--- src/rtl/conv_n_a_m.sv ---
// conv_n_a_m : packs RATIO narrow lanes of IN_W bits into one OUT_W-bit word.
//
// Lanes are collected in an accumulator. When the last lane of a word is
// accepted (lane counter at RATIO-1, or in_last), the word moves into a
// one-word output buffer. The accumulator keeps filling while the buffer
// waits downstream. Only the lane that would close the next word stalls.
//
// Parameters
//   IN_W      : input lane width in bits
//   RATIO     : lanes per output word (>= 2)
//   MSB_FIRST : 1 = first lane lands in the top lane of out_data,
//               0 = first lane lands in out_data[IN_W-1:0]
//
// Ports
//   clk        : clock, rising edge
//   reset      : asynchronous reset, active low
//   in_valid   : in_data holds a lane this cycle
//   in_data    : input lane
//   in_last    : together with in_valid, this lane closes the word
//   in_ready   : a lane is accepted this cycle (combinational)
//   out_valid  : out_data/out_keep hold a word
//   out_data   : packed word
//   out_keep   : one bit per lane, 1 = lane carries data (same order as lanes)
//   out_ready  : downstream takes the word
//   out_par    : per-lane even parity of out_data (only with CONV_PAR_EN)
//
// Optional build macro: CONV_PAR_EN adds the out_par output.
module conv_n_a_m #(
  parameter int IN_W      = 8,
  parameter int RATIO     = 4,
  parameter int MSB_FIRST = 1,
  localparam int OUT_W    = IN_W * RATIO
) (
  input  logic             clk,
  input  logic             reset,
  input  logic             in_valid,
  input  logic [IN_W-1:0]  in_data,
  input  logic             in_last,
  output logic             in_ready,
  output logic             out_valid,
  output logic [OUT_W-1:0] out_data,
  output logic [RATIO-1:0] out_keep,
`ifdef CONV_PAR_EN
  output logic [RATIO-1:0] out_par,
`endif
  input  logic             out_ready
);

  localparam int CW = (RATIO > 1) ? $clog2(RATIO) : 1;

  typedef enum logic {EMPTY, FULL} state_t;

  state_t           state;
  logic [CW-1:0]    cnt_p0;
  logic [OUT_W-1:0] acc_p0;
  logic [RATIO-1:0] keep_p0;

  logic [CW-1:0]    pos;
  logic             close_pending;
  logic             accept;
  logic             close;
  logic             drain;
  logic [OUT_W-1:0] acc_nxt;
  logic [RATIO-1:0] keep_nxt;

`ifdef CONV_PAR_EN
  function automatic logic [RATIO-1:0] lane_par(input logic [OUT_W-1:0] w);
    logic [RATIO-1:0] p;
    p = '0;
    for (int i = 0; i < RATIO; i++) p[i] = ^w[i*IN_W +: IN_W];
    return p;
  endfunction
`endif

  // Lane placement and the next accumulator contents if this lane is accepted
  always_comb begin
    pos           = (MSB_FIRST != 0) ? (CW'(RATIO - 1) - cnt_p0) : cnt_p0;
    close_pending = (cnt_p0 == CW'(RATIO - 1)) | in_last;
    acc_nxt       = acc_p0;
    keep_nxt      = keep_p0;
    for (int i = 0; i < RATIO; i++) begin
      if (CW'(i) == pos) begin
        acc_nxt[i*IN_W +: IN_W] = in_data;
        keep_nxt[i]             = 1'b1;
      end
    end
  end

  // A closing lane is held off only when the buffer is full and cannot drain
  assign in_ready = !((state == FULL) & !out_ready & close_pending);
  assign accept   = in_valid & in_ready;
  assign close    = accept & close_pending;
  assign drain    = out_valid & out_ready;

  // Stage p0: accumulator, then output buffer
  always_ff @(posedge clk or negedge reset) begin
    if (!reset) begin
      state     <= EMPTY;
      cnt_p0    <= '0;
      acc_p0    <= '0;
      keep_p0   <= '0;
      out_valid <= 1'b0;
      out_data  <= '0;
      out_keep  <= '0;
`ifdef CONV_PAR_EN
      out_par   <= '0;
`endif
    end else begin
      if (accept) begin
        if (close) begin
          cnt_p0  <= '0;
          acc_p0  <= '0;
          keep_p0 <= '0;
        end else begin
          cnt_p0  <= cnt_p0 + 1'b1;
          acc_p0  <= acc_nxt;
          keep_p0 <= keep_nxt;
        end
      end

      // A close while FULL implies out_ready, so it always coincides with a drain
      if (close) begin
        state     <= FULL;
        out_valid <= 1'b1;
        out_data  <= acc_nxt;
        out_keep  <= keep_nxt;
`ifdef CONV_PAR_EN
        out_par   <= lane_par(acc_nxt);
`endif
      end else if (state == FULL && drain) begin
        state     <= EMPTY;
        out_valid <= 1'b0;
      end
    end
  end

endmodule

--- config.mk ---
export PLATFORM = sky130hd
export DESIGN_NAME = conv_n_a_m
export DESIGN_NICKNAME = d
export VERILOG_FILES = /design/src/rtl/conv_n_a_m.sv
export SDC_FILE = /design/constraint.sdc
export NUM_CORES = 1
export LEC_CHECK = 0
export ABC_AREA = 1
export CAP_MARGIN = 0
export CELL_PAD_IN_SITES_DETAIL_PLACEMENT = 1
export CELL_PAD_IN_SITES_GLOBAL_PLACEMENT = 1
export CORE_UTILIZATION = 35
export DETAILED_ROUTE_END_ITERATION = 6
export MAX_ROUTING_LAYER = met4
export PLACE_DENSITY = 0.78
export SLEW_MARGIN = 20
export SYNTH_ARGS = -nofsm -noshare
export SYNTH_HDL_FRONTEND = slang
export SYNTH_SLANG_ARGS = --single-unit
--- constraint.sdc ---
create_clock -name clk -period 2.76 [get_ports clk]
set_input_delay 0.276 -clock clk [delete_from_list [all_inputs] [get_ports clk]]
set_output_delay 0.276 -clock clk [all_outputs]
set_load 0.01 [all_outputs]
==> metrics.md, run 1 <==
| Metric | Value |
|---|---|
| Status | `finished, final reports clean` |
| H-tree depth | `3` |
| Critical path capture point type | `primary output` |
| DR vias | `2892` |
| Synthesized area per cell | `8.26 sq um` |
| Detailed Routing Iterations Pass 1 | `4` |
| Final Hold Vio Count | `0` |
| First-pass GRT wire length | `16000 um` |
| Die area | `10200 sq um` |
| Critical path class | `register to primary output` |
| Placed Cells | `578` |
| CTS sink count | `75` |
| Total CTS buffers | `9` |
| Setup WS post-layout | `0.291 ns` |
| Worst slack at placement | `0.579 ns` |
| Post-route cell area | `4260 sq um` |
| CTS tree | `done` |
| Syn Inst Count | `416` |
| Antenna viol nets, final | `0` |
| Yosys reg bits | `75` |
| Layout cells sized above 1 | `12.7%` |
| Max Root-Sink Buffers | `2` |
| Clk Latency, worst-skew pair | `0.36 ns` |
| # IOs | `51` |
| Drt total wl | `9410 um` |
| CP max stage cell | `clkdlybuf4s50_1` |
| Slew HR | `53.5%` |
| Worst path max stage delay | `0.55 ns` |
| Crit path time final | `2.47 ns` |
| Tcrit/Tclk final | `89.5%` |
| Crit path max-delay family | `buffers and inverters` |
| Total power | `3.35 mW` |
| RSZ-0062 raised after global routing | `false` |
| Critical Path AT | `2.19 ns` |
| Layout Cells excl Fill | `595` |
| Sequential element share of the synthesized area | `54.6%` |
| WHS | `0.476 ns` |
| Core area | `9370 sq um` |
| Setup slack, reg-to-reg | `0.54 ns` |
| Clock Skew | `0.00890 ns` |
| Final core utilization | `45.4%` |
| Critical path fanouts, max | `27` |
| Die W | `101 um` |
| Number of diodes | `0` |
| Vias/cell | `4.86` |
| Area Overhead vs Synth | `24.0%` |
| Synth Cell Area | `3440 sq um` |
| Worst Path Required | `2.48 ns` |
| Pin count of the biggest net entering global routing | `49` |
| YS warnings | `0` |
| DRT iter0 DRCs | `154` |
| Final setup fails | `0` |
| Pwr per Cell Area | `786 nW/um^2` |
| Syn Nets | `433` |
| Post-synthesis cell type count | `22` |
| Setup TNS | `0 ns` |
| Worst VDD drop | `0.000349 V` |
| Starting Density | `36.7%` |
| Clock Pin Slew Worst Setup and Hold Paths | `0.08 ns` |
| Worst min-delay path class | `input pin to async pin` |
| Max Cap Viol | `0` |
| Average wire per standard cell | `15.8 um` |
| Routability congestion estimate | `0.831` |
| Tot GR Track Use | `21.5%` |
| Grt ovf | `0` |
| Port buffer count | `50` |
| Fillcell total | `1147` |
| LEAKAGE | `2.26 nW` |
| Max Fclk | `0.405 GHz` |
| Post_cts resized | `0` |
| Row count | `35` |
| HPWL Detailed | `6350 um` |
| Die span in y | `101 um` |
| Worst Max-Slew Pin Slew | `0.695 ns` |
| Root Buffer | `clkbuf_8` |
| Initial antenna violation count | `0` |
| Post-route DRC | `0` |
| Worst path cell trace | `ha_1 > inv_4 > nand2_8 > nand2_4 > clkdlybuf4s50_1` |
| Worst Path Buf+Inv | `2` |
| Final net count | `478` |
| Pins Over Slew Limit | `0` |
| Dpl cell area | `4010 sq um` |
| Vias in the first global route | `3138` |
| Startpoint types | `register` |
==> sequential cells by signal (all words and copies together), names as in the netlist <==
name	cells
state	1
out_keep	4
keep_p0	4
acc_p0	32
cnt_p0	2
out_data	32
==> layer usage <==
layer,wire length (um),track usage [%]
met5,0,-
met4,180,8.58
met3,215,2.57
met2,4870,35.5
met1,4150,26.9
==> cell usage in the layout, fill, tap and decap left out <==
cell type	Yosys	final
nor2_4	1	1
clkbuf_8	0	11
dfrtp_1	75	75
bufinv_16	0	2
o21ai_1	7	7
nand4_1	28	28
buf_12	1	2
nor2_1	6	6
nand3_2	1	1
ha_1	4	4
clkinvlp_4	0	2
clkdlybuf4s50_1	0	49
inv_4	1	1
nand2_8	1	1
or2_2	8	8
dlygate4sd3_1	0	1
buf_4	1	3
inv_6	0	1
o21ai_0	13	13
nand2_1	215	215
buf_2	13	1
nand2_2	12	12
nand2_4	1	1
inv_2	12	12
inv_1	9	9
==> cell type report <==
type | count | area, sq um | area share (%)
clock inverter | 5 | 83.8 | 1.97
clock buffer | 11 | 151 | 3.55
timing repair buffer | 56 | 568 | 13.3
inverter | 22 | 85.1 | 2.00
tap | 129 | 161 | 3.79
sequential | 75 | 1880 | 44.1
multi-input combinational | 297 | 1330 | 31.3
==> final timing paths <==
kind | endpoint | depth (start not counted) | startpoint
max reg2reg | out_data[2] | 7 | cnt_p0[0]
max in group asynchronous | acc_p0[13] | 3 | reset
max | in_ready | 5 | cnt_p0[0]
min in group clk | acc_p0[11] | 2 | acc_p0[11]
min reg2reg | acc_p0[11] | 2 | acc_p0[11]
min | out_keep[0] | 2 | reset
==> logic make-up after synthesis <==
family,count (synthesis),synth area share [%]
and+or+nand+nor,273,34.4
DFF,75,54.6
buffers and inverters,44,6.59
AOI/OAI and AO/OA,20,2.91
adders and majority gates,4,1.46
==> power breakdown <==
part	internal, mW	switching [mW]
Combinational	0.415	0.510
Clock	0.562	0.439
Sequential	1.30	0.125
==> cells in the mapped netlist <==
cell | instances | area, sq um
buf_1 | 1 | 3.75
buf_12 | 1 | 20.0
buf_2 | 13 | 65.1
buf_4 | 1 | 7.51
buf_6 | 3 | 33.8
clkbuf_1 | 3 | 11.3
dfrtp_1 | 75 | 1880
ha_1 | 4 | 50.1
inv_1 | 9 | 33.8
inv_2 | 12 | 45.0
inv_4 | 1 | 6.26
nand2_1 | 215 | 807
nand2_2 | 12 | 75.1
nand2_4 | 1 | 11.3
nand2_8 | 1 | 20.0
nand3_2 | 1 | 10.0
nand4_1 | 28 | 175
nor2_1 | 6 | 22.5
nor2_4 | 1 | 11.3
o21ai_0 | 13 | 65.1
o21ai_1 | 7 | 35.0
or2_2 | 8 | 50.1
==> what timing repair did <==
item	in CTS	in global routing
hold buffers	1	0
endpoints found under the hold margin	27	0
endpoints found under the setup margin	0	0
buffers inserted	0	0
Power figures use the tool's default switching activity.
==> run 2, diff against run 1 <==
CORE_UTILIZATION = 30   (was 35)
PLACE_DENSITY = 0.69   (was 0.78)
==> metrics.md, run 2 (synthesized netlist as in run 1, its figures left out) <==
| Metric | Value |
|---|---|
| Die area | `11900 sq um` |
| Worst VDD drop | `0.000263 V` |
| Starting Density | `31.3%` |
| Worst Max-Slew Pin Slew | `0.855 ns` |
| Routability congestion estimate | `0.760` |
| Row count | `38` |
| Clock Pin Slew Worst Setup and Hold Paths | `0.06 ns` |
| Post-route DRC | `0` |
| Setup Buffers After CTS | `0` |
| Crit path time final | `2.43 ns` |
| Sequential cell area | `1880 sq um` |
| Worst min-delay path class | `input pin to async pin` |
| Tot GR Track Use | `17.9%` |
| Pwr per Cell Area | `804 nW/um^2` |
| Layout cells sized above 1 | `12.7%` |
| Pins Over Slew Limit | `0` |
| Post_cts resized | `0` |
| Status | `finished, final reports clean` |
| Leading cell type in the layout, fill and taps excluded | `nand2_1` |
| Average wire per standard cell | `15.2 um` |
| CTS sink count | `75` |
| Root Buffer | `clkbuf_16` |
| First-pass GRT wire length | `15300 um` |
| Die W | `109 um` |
| Vias/cell | `4.68` |
| Core area | `11000 sq um` |
| Clk Latency, worst-skew pair | `0.34 ns` |
| Max Root-Sink Buffers | `2` |
| Vias in the first global route | `2906` |
| Final setup fails | `0` |
| Setup TNS | `0 ns` |
| Pin count of the biggest net entering global routing | `44` |
| Biggest regs | `acc_p0 (32), out_data (32)` |
| Max Fclk | `0.411 GHz` |
| CTS tree | `done` |
| Final Hold Vio Count | `0` |
| Clock Skew | `0.00742 ns` |
| HPWL Detailed | `6140 um` |
| Max Cap Viol | `0` |
| Worst Path Required | `2.48 ns` |
| Total CTS buffers | `9` |
| Critical path fanouts, max | `27` |
| # IOs | `51` |
| Final net count | `478` |
| Drt total wl | `9220 um` |
| Grt ovf | `0` |
| Die span in y | `109 um` |
| Slew HR | `43.0%` |
| Antenna viol nets, final | `0` |
| Commonest non-fill, non-tap cells in the layout | `215 x nand2_1, 75 x dfrtp_1, 49 x clkdlybuf4s50_1` |
| Port buffer count | `50` |
| Critical Path AT | `2.16 ns` |
| Fillcell total | `1291` |
| H-tree depth | `3` |
| Startpoint types | `register` |
| DR vias | `2835` |
| Number of diodes | `0` |
| Area Overhead vs Synth | `25.9%` |
| Setup slack, reg-to-reg | `0.58 ns` |
| WHS | `0.0413 ns` |
| Critical path capture point type | `primary output` |
| LEAKAGE | `2.29 nW` |
| RSZ-0062 raised after global routing | `false` |
| Critical path class | `register to primary output` |
| Hold buffers post-CTS | `0` |
| Detailed Routing Iterations Pass 1 | `4` |
| DRT iter0 DRCs | `117` |
| Tcrit/Tclk final | `88.2%` |
| Initial antenna violation count | `0` |
| Multi-input gate area | `1330 sq um` |
[run 2: layout make-up]
type                            count  share of cell area (%)
Clock buffer                       13                    6.25
Sequential cell                    75                    43.4
Multi-Input combinational cell    297                    30.8
Timing Repair Buffer               56                    13.1
Clock inverter                      3                   0.492
Tap cell                          140                    4.05
Inverter                           22                    1.97
[run 2: per-layer routing]
layer | up-vias | GRT usage, % | share of wire, %
li1 | 1392 | - | -
met1 | 1385 | 23.3 | 48
met2 | 41 | 27.7 | 48
met3 | 17 | 2.27 | 2.4
met4 | 0 | 8.69 | 2.1
met5 | - | - | 0
[run 2: final timing paths]
path | start | end | cells past startpoint
max in group asynchronous | reset | out_data[9] | 2
hold reg to reg | acc_p0[13] | acc_p0[13] | 2
hold / removal | reset | out_keep[0] | 1
setup / recovery | cnt_p0[1] | in_ready | 5
setup reg to reg | cnt_p0[1] | out_data[7] | 6
min in group clk | acc_p0[13] | acc_p0[13] | 2
[run 2: power breakdown]
group / total (mW) / internal, mW / switching [mW] / leakage, nW
clock network: 1.14 / 0.682 / 0.453 / 0.142
logic: 0.917 / 0.414 / 0.502 / 1.14
registers: 1.43 / 1.30 / 0.126 / 1.01
[run 2: critical path, stage by stage (launching register included)]
cell and delay [ns]:
dfrtp_1 0.42, ha_1 0.34, inv_4 0.19, nand2_8 0.16, nand2_4 0.14, clkdlybuf4s50_1 0.55
[run 2: per-stage QoR]
stage               std cells  setup slack, ns  util, %  instance area (sq um)  power (mW)
floorplan                 416             1.32        -                   3440        1.92
global placement          590            0.667     36.7                   4040        2.35
global route              606            0.225     39.4                   4330        3.69
CTS                       606            0.304     39.4                   4330        3.53
detailed placement        590            0.585     36.7                   4040        2.37
finish                    606            0.327     39.4                   4330        3.48
==> run 3, diff against run 2 <==
==> constraint.sdc (replaced) <==
create_clock -name clk -period 2.76 [get_ports clk]
set_input_delay 0.69 -clock clk [delete_from_list [all_inputs] [get_ports clk]]
set_output_delay 0.69 -clock clk [all_outputs]
set_load 0.01 [all_outputs]
==> metrics.md, run 3 (synthesized netlist as in run 1, its figures left out) <==
| Metric | Value |
|---|---|
| Status | `finished, final reports clean` |
| Antenna viol nets, final | `0` |
| RSZ-0062 raised after global routing | `false` |
| LEAKAGE | `2.33 nW` |
| Hold buffers post-CTS | `0` |
| Met2 routed WL | `4610 um` |
| Met3 wire len | `196 um` |
| Tcrit/Tclk final | `94.7%` |
| Critical path capture point type | `primary output` |
| Leading cell type in the layout, fill and taps excluded | `nand2_1` |
| Clock Skew | `0.00637 ns` |
| Grt ovf | `0` |
| Vias/cell | `4.77` |
| Final setup fails | `0` |
| Setup Buffers After CTS | `0` |
| Pins Over Slew Limit | `0` |
| Layout cells sized above 1 | `13.2%` |
| Row count | `38` |
| Final core utilization | `39.9%` |
| Vias in the first global route | `3238` |
| Tot GR Track Use | `18.8%` |
| Crit path time final | `2.61 ns` |
| Average wire per standard cell | `15.4 um` |
| Area Overhead vs Synth | `27.6%` |
| Root Buffer | `clkbuf_16` |
| WHS | `0.368 ns` |
| Critical path class | `input pin to primary output` |
| Clk Latency, worst-skew pair | `0.33 ns` |
| DRT iter0 DRCs | `95` |
| Pwr per Cell Area | `830 nW/um^2` |
| Setup TNS | `0 ns` |
| Drt total wl | `9350 um` |
| Commonest non-fill, non-tap cells in the layout | `215 x nand2_1, 75 x dfrtp_1, 49 x clkdlybuf4s50_1` |
| Die span in y | `109 um` |
| CTS tree | `done` |
| Total CTS buffers | `9` |
| Max Root-Sink Buffers | `2` |
| Max Fclk | `0.383 GHz` |
| Worst min-delay path class | `input pin to async pin` |
| Biggest regs | `acc_p0 (32), out_data (32)` |
| Startpoint types | `input pin` |
| # IOs | `51` |
| DR vias | `2898` |
| Number of diodes | `0` |
| Post_cts resized | `0` |
| Slew HR | `62.7%` |
| Initial antenna violation count | `0` |
| CTS sink count | `75` |
| Pin count of the biggest net entering global routing | `76` |
| Max Cap Viol | `0` |
| Clock Pin Slew Worst Setup and Hold Paths | `0.06 ns` |
| Final Hold Vio Count | `0` |
| Core area | `11000 sq um` |
| Detailed Routing Iterations Pass 1 | `4` |
| Routability congestion estimate | `0.726` |
| Post-route DRC | `0` |
| Die W | `109 um` |
| Final net count | `481` |
| Critical path fanouts, max | `5` |
| Port buffer count | `50` |
| Top Layer Used | `met4` |
| HPWL Detailed | `6160 um` |
| Worst Max-Slew Pin Slew | `0.560 ns` |
| Worst Path Required | `2.07 ns` |
| H-tree depth | `3` |
| Critical Path AT | `1.92 ns` |
| Die area | `11900 sq um` |
| Starting Density | `31.3%` |
| WL met1 | `4330 um` |
| Worst VDD drop | `0.000332 V` |
| First-pass GRT wire length | `16200 um` |
## run 3: per-stage QoR
step / worst slack (ns) / total power, mW / std cells / cell area [sq um]
after floorplan: 1.12 / 1.92 / 416 / 3440
after global placement: 0.147 / 2.35 / 593 / 4060
after detailed placement: 0.136 / 2.38 / 593 / 4060
after CTS: 0.136 / 3.70 / 608 / 4380
after global routing: 0.0979 / 3.85 / 608 / 4380
final: 0.147 / 3.64 / 608 / 4380
## run 3: layout make-up
cell class	count	area (sq um)
repair buffers	59	588
well taps	140	175
flip-flops and latches	75	1880
clock inverters	4	73.8
clock buffers	11	253
inverters	22	85.1
multi-input cells	297	1330
fillers	1300	6600
## run 3: metal layers
metal	GRT usage [%]	vias up
li1	-	1399
met1	23.0	1444
met2	30.3	41
met3	2.99	14
met4	8.88	0
met5	-	-
## run 3: worst paths after layout
check	startpoint	endpoint	slack, ns	cells past startpoint
worst max-delay path	in_last	in_ready	0.15	5
max in group asynchronous	reset	out_data[18]	2.04	2
worst min-delay path	reset	out_data[1]	0.37	2
min in group clk	acc_p0[1]	acc_p0[1]	0.46	2
worst min register to register	acc_p0[1]	acc_p0[1]	0.46	2
worst max register to register	cnt_p0[0]	out_data[7]	0.71	7
## run 3: power breakdown
| group | internal [mW] | switching [mW] |
|---|---|---|
| clock network | 0.836 | 0.452 |
| registers | 1.30 | 0.119 |
| logic | 0.419 | 0.512 |
| total | 2.56 | 1.08 |
## run 3: critical path: stages
cell and delay [ns]:
clkdlybuf4s50_1 0.43, inv_2 0.12, nand2_8 0.06, nand2_4 0.09
clkdlybuf4s50_1 0.54
